File: src/rtl/note_sequencer.sv
// Step sequencer driving the synth voice's trig/osc_count from a host-written pattern table.
// Trigger pulses are timed in whole ticks (one envelope-clock period) so the voice's slow synchroniser sees every edge.
module note_sequencer #(
  parameter int STEPS    = 16,
  parameter int TICK_DIV = 262144,
  parameter int OSC_W    = 12,
  localparam int AW      = $clog2(STEPS)
) (
  input  logic             clk,
  input  logic             rstn,
  input  logic             run,
  input  logic [7:0]       tempo,
  input  logic [AW-1:0]    last_step,
  input  logic             wr_en,
  input  logic [AW-1:0]    wr_addr,
  input  logic [OSC_W+4:0] wr_data,
  output logic             trig,
  output logic [OSC_W-1:0] osc_count,
  output logic [AW-1:0]    step_idx,
  output logic             step_strobe,
  output logic             playing
);

  localparam int PW = (TICK_DIV > 1) ? $clog2(TICK_DIV) : 1;
  localparam int DW = OSC_W + 5;

  typedef enum logic [1:0] {
    ST_IDLE = 2'd0,
    ST_GATE = 2'd1,
    ST_REL  = 2'd2
  } state_t;

  state_t           state_q, state_d;
  logic [PW-1:0]    presc_q, presc_d;
  logic             tick_s;
  logic [DW-1:0]    tbl_q [STEPS];
  logic [7:0]       tick_cnt_q, tick_cnt_d;
  logic [7:0]       tempo_eff_q, tempo_eff_d;
  logic [7:0]       gate_eff_q, gate_eff_d;
  logic [AW-1:0]    step_idx_q, step_idx_d;
  logic [OSC_W-1:0] osc_q, osc_d;
  logic             trig_q, trig_d;
  logic             strobe_q, strobe_d;
  logic             playing_q, playing_d;

  logic             load_s;
  logic [AW-1:0]    next_idx_s;
  logic [DW-1:0]    entry_s;
  logic             rest_s;
  logic [3:0]       gate_s;
  logic [OSC_W-1:0] osc_s;
  logic [7:0]       tempo_eff_s;
  logic [7:0]       gate_raw_s;
  logic [7:0]       gate_eff_s;
  logic [7:0]       tick_cnt_inc_s;

  // Free-running tick prescaler
  always_comb begin
    tick_s = (presc_q == PW'(TICK_DIV - 1));
    if (tick_s) begin
      presc_d = {PW{1'b0}};
    end else begin
      presc_d = presc_q + {{(PW-1){1'b0}}, 1'b1};
    end
  end

  // Prescaler register
  always_ff @(posedge clk or negedge rstn) begin
    if (!rstn) begin
      presc_q <= {PW{1'b0}};
    end else begin
      presc_q <= presc_d;
    end
  end

  // Pattern table; a load in the same cycle as a write reads the old entry
  always_ff @(posedge clk or negedge rstn) begin
    if (!rstn) begin
      for (int i = 0; i < STEPS; i++) begin
        tbl_q[i] <= {DW{1'b0}};
      end
    end else if (wr_en) begin
      tbl_q[wr_addr] <= wr_data;
    end
  end

  // Next step selection and effective gate/tempo for the step being loaded
  always_comb begin
    if (state_q == ST_IDLE) begin
      next_idx_s = {AW{1'b0}};
    end else if (step_idx_q >= last_step) begin
      next_idx_s = {AW{1'b0}};
    end else begin
      next_idx_s = step_idx_q + {{(AW-1){1'b0}}, 1'b1};
    end
    entry_s     = tbl_q[next_idx_s];
    rest_s      = entry_s[DW-1];
    gate_s      = entry_s[OSC_W+3:OSC_W];
    osc_s       = entry_s[OSC_W-1:0];
    tempo_eff_s = (tempo == 8'd0) ? 8'd1 : tempo;
    gate_raw_s  = (gate_s == 4'd0) ? 8'd1 : {4'd0, gate_s};
    if (gate_raw_s > tempo_eff_s) begin
      gate_eff_s = tempo_eff_s;
    end else begin
      gate_eff_s = gate_raw_s;
    end
  end

  // Sequencer next-state and output logic
  always_comb begin
    state_d        = state_q;
    tick_cnt_d     = tick_cnt_q;
    tempo_eff_d    = tempo_eff_q;
    gate_eff_d     = gate_eff_q;
    step_idx_d     = step_idx_q;
    osc_d          = osc_q;
    trig_d         = trig_q;
    strobe_d       = 1'b0;
    load_s         = 1'b0;
    tick_cnt_inc_s = tick_cnt_q + 8'd1;

    // Stop drops trig immediately; the FSM itself only moves on a tick
    if (!run) begin
      trig_d = 1'b0;
      if (tick_s) begin
        state_d = ST_IDLE;
      end else begin
        state_d = state_q;
      end
    end else if (tick_s) begin
      case (state_q)
        ST_IDLE: begin
          load_s = 1'b1;
        end
        ST_GATE: begin
          tick_cnt_d = tick_cnt_inc_s;
          if (tick_cnt_inc_s == gate_eff_q) begin
            trig_d  = 1'b0;
            state_d = ST_REL;
          end else begin
            state_d = ST_GATE;
          end
        end
        ST_REL: begin
          if (tick_cnt_q == tempo_eff_q) begin
            load_s = 1'b1;
          end else begin
            tick_cnt_d = tick_cnt_inc_s;
          end
        end
        default: begin
          trig_d  = 1'b0;
          state_d = ST_IDLE;
        end
      endcase
    end else begin
      state_d = state_q;
    end

    if (load_s) begin
      step_idx_d  = next_idx_s;
      osc_d       = rest_s ? osc_q : osc_s;
      trig_d      = ~rest_s;
      tick_cnt_d  = 8'd0;
      tempo_eff_d = tempo_eff_s;
      gate_eff_d  = gate_eff_s;
      strobe_d    = 1'b1;
      state_d     = ST_GATE;
    end else begin
      strobe_d = 1'b0;
    end

    playing_d = (state_d != ST_IDLE);
  end

  // Sequencer state and registered outputs
  always_ff @(posedge clk or negedge rstn) begin
    if (!rstn) begin
      state_q     <= ST_IDLE;
      tick_cnt_q  <= 8'd0;
      tempo_eff_q <= 8'd1;
      gate_eff_q  <= 8'd1;
      step_idx_q  <= {AW{1'b0}};
      osc_q       <= {OSC_W{1'b0}};
      trig_q      <= 1'b0;
      strobe_q    <= 1'b0;
      playing_q   <= 1'b0;
    end else begin
      state_q     <= state_d;
      tick_cnt_q  <= tick_cnt_d;
      tempo_eff_q <= tempo_eff_d;
      gate_eff_q  <= gate_eff_d;
      step_idx_q  <= step_idx_d;
      osc_q       <= osc_d;
      trig_q      <= trig_d;
      strobe_q    <= strobe_d;
      playing_q   <= playing_d;
    end
  end

  assign trig        = trig_q;
  assign osc_count   = osc_q;
  assign step_idx    = step_idx_q;
  assign step_strobe = strobe_q;
  assign playing     = playing_q;

endmodule

File: config.mk
export PLATFORM = sky130hd
export DESIGN_NAME = note_sequencer
export DESIGN_NICKNAME = d
export VERILOG_FILES = /design/src/rtl/note_sequencer.sv
export SDC_FILE = /design/constraint.sdc
export NUM_CORES = 1
export LEC_CHECK = 0
export ABC_AREA = 1
export CAP_MARGIN = 40
export CORE_AREA = 3 3 247 224
export CTS_BUF_LIST = sky130_fd_sc_hd__clkbuf_8
export DETAILED_ROUTE_END_ITERATION = 8
export DIE_AREA = 0 0 250 227
export PLACE_DENSITY = 0.51
export SLEW_MARGIN = 20
export SYNTH_ARGS = -nofsm -noshare
export SYNTH_HDL_FRONTEND = slang
export SYNTH_SLANG_ARGS = --single-unit
File: constraint.sdc
create_clock -name clk -period 9.3 [get_ports clk]
set_input_delay 1.86 -clock clk [delete_from_list [all_inputs] [get_ports clk]]
set_output_delay 1.86 -clock clk [all_outputs]
set_load 0.02 [all_outputs]
* Word-level counts from Yosys, hierarchy flattened *
Index checks and enable logic that the tools add are counted.

word-level totals
  register bits after elaboration = 335
  input bits = 37
  output and inout port bits = 19

operators by class
  add/sub/neg operators = 3
  order comparisons = 5
  eq/ne operators = 9
  multiplexer cells = 33
  bitwise gates (word level) = 3
  reduce and logical (&&, ||, !) cells = 12

operator list
  operator                 count
  $bwmux W272              1
  $bmux W17 S4             1
  $demux W17 S4            1
  $mux W17                 3
  $mux W8                  6
  $add A18 B1 Y18 const B  1
  $eq A18 B18 Y1 const B   1
  $mux W18                 1
  $eq A8 B8 Y1             2
  $pmux W8 S2              1
  $mux W4                  3
  $ge A5 B5 Y1 const B     2
  $mux W2                  5
  $not A4 Y5               2
  $add A8 B1 Y8 const B    1
  $gt A4 B8 Y1             1
  $logic_not A8 Y1         1
  $mux W1                  8
  $reduce_bool A2 Y1       3
  $lt A5 B1 Y1 const B     1
  $add A4 B1 Y4 const B    1
  $ge A4 B4 Y1             1
  $logic_not A4 Y1         1
  $ne A4 B4 Y1 const B     1
  15 further kinds         16

* Logic depth before layout (Yosys ltp) *
  depth in word-level cells = 11
  gate-level depth with buffers = 28
  mapped depth without buffers = 27

* Worst setup path before layout *
No wires, ideal clock.

  kind = input to register
  start point = input last_step[3]
  end point = register gate_eff_q[1]
  library setup time = 0.128 ns
  arrival = 4.635 ns
  slack = 4.538 ns
  cell stages on the path = 22
  buffers on the path = 1
  cells stage by stage = inv_1 > ha_1 > a21oi_2 > nand3_1 > nor2_1 > buf_2 > nand3_1 > nand3_1 > nand3_1 > nand2_1 > inv_1 > nand3_1 > nand2_1 > inv_1 > ha_1 > nor2_1 > o21a_1 > o21a_1 > o211ai_1 > nor2_1 > a21oi_1 > o21ai_0

between the ends
  longest elaborated chain between the ends = 11

ends and longest elaborated chain
  what                                           RTL line  text
  start: declaration                             13        input logic [AW-1:0] last_step,
  $ge A4 B4 Y1 *                                 91        end else if (step_idx_q >= last_step) begin
  $mux W4 *                                      91
  $mux W4 *                                      89        if (state_q == ST_IDLE) begin
  $not A4 Y5 (not written as such) *             96        entry_s = tbl_q[next_idx_s];
  $bmux W17 S4 *                                 96
  $mux W17 (not written as such) * (2 in a row)  96
  $logic_not A4 Y1                               101       gate_raw_s = (gate_s == 4'd0) ? 8'd1 : {4'd0, gate_s};
  $mux W4 *                                      101
  $gt A4 B8 Y1                                   102       if (gate_raw_s > tempo_eff_s) begin
  $mux W8 *                                      102
  end signal: assignment                         192       gate_eff_q <= gate_eff_d;
  end: declaration                               39        logic [7:0] gate_eff_q, gate_eff_d;

Every way passes the cells marked *; elsewhere a longest branch is shown, timed or not. The select of a mux whose other input is x is not followed.
A chain may end at the register's enable or synchronous reset.

* Worst setup path after layout *
Same ends and word-level chain as after synthesis.

==> flow_summary.yaml <==
detailed_routing:
  vias: 13100
  drcViolationCount: 0
  wl_per_cell_um: 17.6
  drt_pre_antenna_iters: 5
  drt_iter0_drc: 1064
  via_per_inst: 4.97
  drtAntennaViolNets: 0
  wl_mm: 46.6
worst_setup_path:
  cpPeakStageDelay_ns: 0.66
  arrival_ns: 6.49
  timing.critical_path.mode_cell: "nand3_1"
  cp_cell_sequence: "clkdlybuf4s50_1, inv_1, ha_1, a21oi_2, nand4_4, buf_4, inv_4, nand2_1, nand3_1, nand3_1, nand3_1, nand2_1, nand3_1, nand2_1, inv_1, ha_1, nor2_1, o21a_1, o21a_1, o211ai_1, nor2_1, a21oi_1, o21ai_0"
  crit_type: "input port to flip-flop"
  cp_max_fo: 63
  start_kind: "input port"
  cp_slowest_cell: "a21oi_2"
  regToRegSetupSlack_ns: 4.55
  worstSetupEndpointType: "flip-flop"
  crit_required_ns: 9.82
logic_synthesis:
  yosys.area.top_type_share_pct: 52.6
  synthCells: 1891
  synth.cell_area_um2: 15800
  synthMuxAreaShare_pct: 0
  ys_ff_latch: 335
  ys_seq_area_share_pct: 53.0
  synth_fa_ha_area_share_pct: 0.870
  yosys_warnings: 0
  synth_top_family_by_area: "simple AND/OR/NAND/NOR gates"
  ys.flop_type: "dfrtp_1"
  synth_most_common_cell: "nand2_1"
  yosysUniqueCellTypes: 43
  synth-xor-area-share_pct: 1.05
  synth_edf_count: 0
  synth_common_cells: "nand2_1, dfrtp_1, o21ai_0, nor2_1, inv_1"
  syn_area_per_cell_um2: 8.37
  synth_compound_area_share_pct: 16.5
  synth-simple-area-share_pct: 21.5
  yosys.area.top_type: "dfrtp_1"
  async_flop_share_pct: 100
  synth.area.top_cells: "dfrtp_1, nand2_1, o21ai_0"
  syn_nets: 1939
clocking:
  htree_levels: 2
  hold_buffers: 0
  post_cts_buffers: 0
  clockBufferDepth: 3
  cts_tree: "yes"
  clock-sinks: 335
  insertion_delay_ns: 0.66
  cts_resized: 0
  root_buffer: "clkbuf_8"
  clkTransAtPathRegs_ns: 0.05
  numCtsBuffers: 60
final_layout:
  drive_gt1_share_pct: 8.07
  fin_util_pct: 34.4
  finalNetCount: 1960
  diodes: 0
  fin_area_um2: 18200
  area_growth_pct: 15.2
timing:
  hold_ws_ns: 0.474
  tightestPinTransition_ns: 0.867
  finalHoldViolations: 0
  tns_ns: 0
  drv_slew: 0
  setup_viol: 0
  fin_crit_sh_pct: 64.2
  maxSlewHeadroom_pct: 42.2
  max_freq_ghz: 0.167
  rsz0062_at_grt: "no"
  finalClockSkew_ns: 0.0274
  min_period_ns: 5.97
placement:
  dp_hpwl_mm: 27.5
  gp_congestion: 0.790
  numPortBuffers: 55
  placement.cell_area_um2: 17000
global_route:
  antenna_found_initial: 0
  grt.overflow.total: 0
  grt_max_degree: 148
  grtUsageTotal_pct: 16.4
  grt_pass1_wl_mm: 73.9
  grt_pass1_vias: 13100
floorplanning:
  coreArea_um2: 53000
  initial_core_util_pct: 29.9
  ios: 56
  rows: 80
  die_w_um: 250
  die_area_um2: 56800
  dieHeight_um: 227
outcome:
  outcome: "complete, no violations"
power_and_ir_drop:
  vdd_drop_max_v: 0.0000973
  power_density_nw_per_um2: 208
  leakagePower_uw: 0.00836
  total_power_uw: 3790
worst_hold_path:
  hold_class: "flip-flop to flip-flop"
run:
  max-cap-violations: 0
flip-flops by register name (all words and copies together) (netlist names):
signal	count
tempo_eff_q	8
tick_cnt_q	8
state_q	2
presc_q	18
trig	1
playing	1
tbl_q	272
step_strobe	1
step_idx	4
osc_count	12
gate_eff_q	8
per-stage QoR:
stage | std cells | setup WS [ns]
6_report | 2642 | 3.33
5_1_grt | 2642 | 2.92
4_1_cts | 2638 | 3.16
3_5_place_dp | 2543 | 2.50
3_3_place_gp | 2537 | 2.58
2_1_floorplan | 1891 | 4.54
per-layer routing:
layer | wire length (um) | global-route usage (%) | vias to the layer above
li1 | - | - | 6284
met1 | 21500 | 21.8 | 6421
met2 | 21700 | 27.5 | 352
met3 | 2460 | 3.40 | 72
met4 | 900 | 4.35 | 0
met5 | 0 | 0 | -
final cells by class:
class | count | area [um^2]
clock inverters | 22 | 116
flip-flops and latches | 335 | 8390
multi-input cells | 1292 | 6380
well taps | 697 | 872
clock buffers | 73 | 1000
inverters | 135 | 509
repair buffers | 88 | 961
fillers | 5470 | 34700
path summary, 6_finish.rpt:
| path | cells after the start | to | from |
|---|---|---|---|
| worst max-delay path | 23 | gate_eff_q[1]$_DFFE_PN0P_ | last_step[3] |
| worst min-delay path | 1 | presc_q[0]$_DFF_PN0_ | presc_q[0]$_DFF_PN0_ |
| worst max register to register | 24 | gate_eff_q[1]$_DFFE_PN0P_ | step_idx[0]$_DFFE_PN0P_ |
| worst min register to register | 1 | presc_q[0]$_DFF_PN0_ | presc_q[0]$_DFF_PN0_ |
| max in group asynchronous | 2 | tbl_q[3]$_DFFE_PN0P_ | rstn |
| min in group asynchronous | 1 | presc_q[8]$_DFF_PN0_ | rstn |
cell usage in the layout (no fill, tap or decap), drive strengths merged:
cell type      instances
nand3                127
dfstp                  2
buf                   33
inv                  153
and3                   1
nor3                  10
ha                    11
a21oi                 50
nand3b                 2
o21a                   3
nor3b                  1
o31ai                  4
nor4                   2
nand4                 22
xnor2                  9
o211ai                94
xor2                  10
nand2                436
clkinv                 3
clkdlybuf4s50         54
bufinv                 1
dfrtp                333
or2                   43
nor2                 150
a31oi                  1
o21ai                315
a31o                   1
clkbuf                74
power breakdown:
group	internal [uW]	switching [uW]
Combinational	239	393
Clock	722	599
Sequential	1710	126
Total	2680	1120
cell families after synthesis:
family	count (synthesis)
buffers and inverters	264
DFF	335
AOI/OAI and AO/OA	468
adders and majority gates	11
and+or+nand+nor	794
xor gates and xnor gates	19
critical path: cells and delay by family:
| kind | cells | cell delay, ns |
|---|---|---|
| compound gates | 6 | 1.65 |
| buf+inv | 5 | 1.48 |
| simple gates | 10 | 0.99 |
| fa+ha+maj | 2 | 0.45 |
Power figures use the tool's default switching activity.
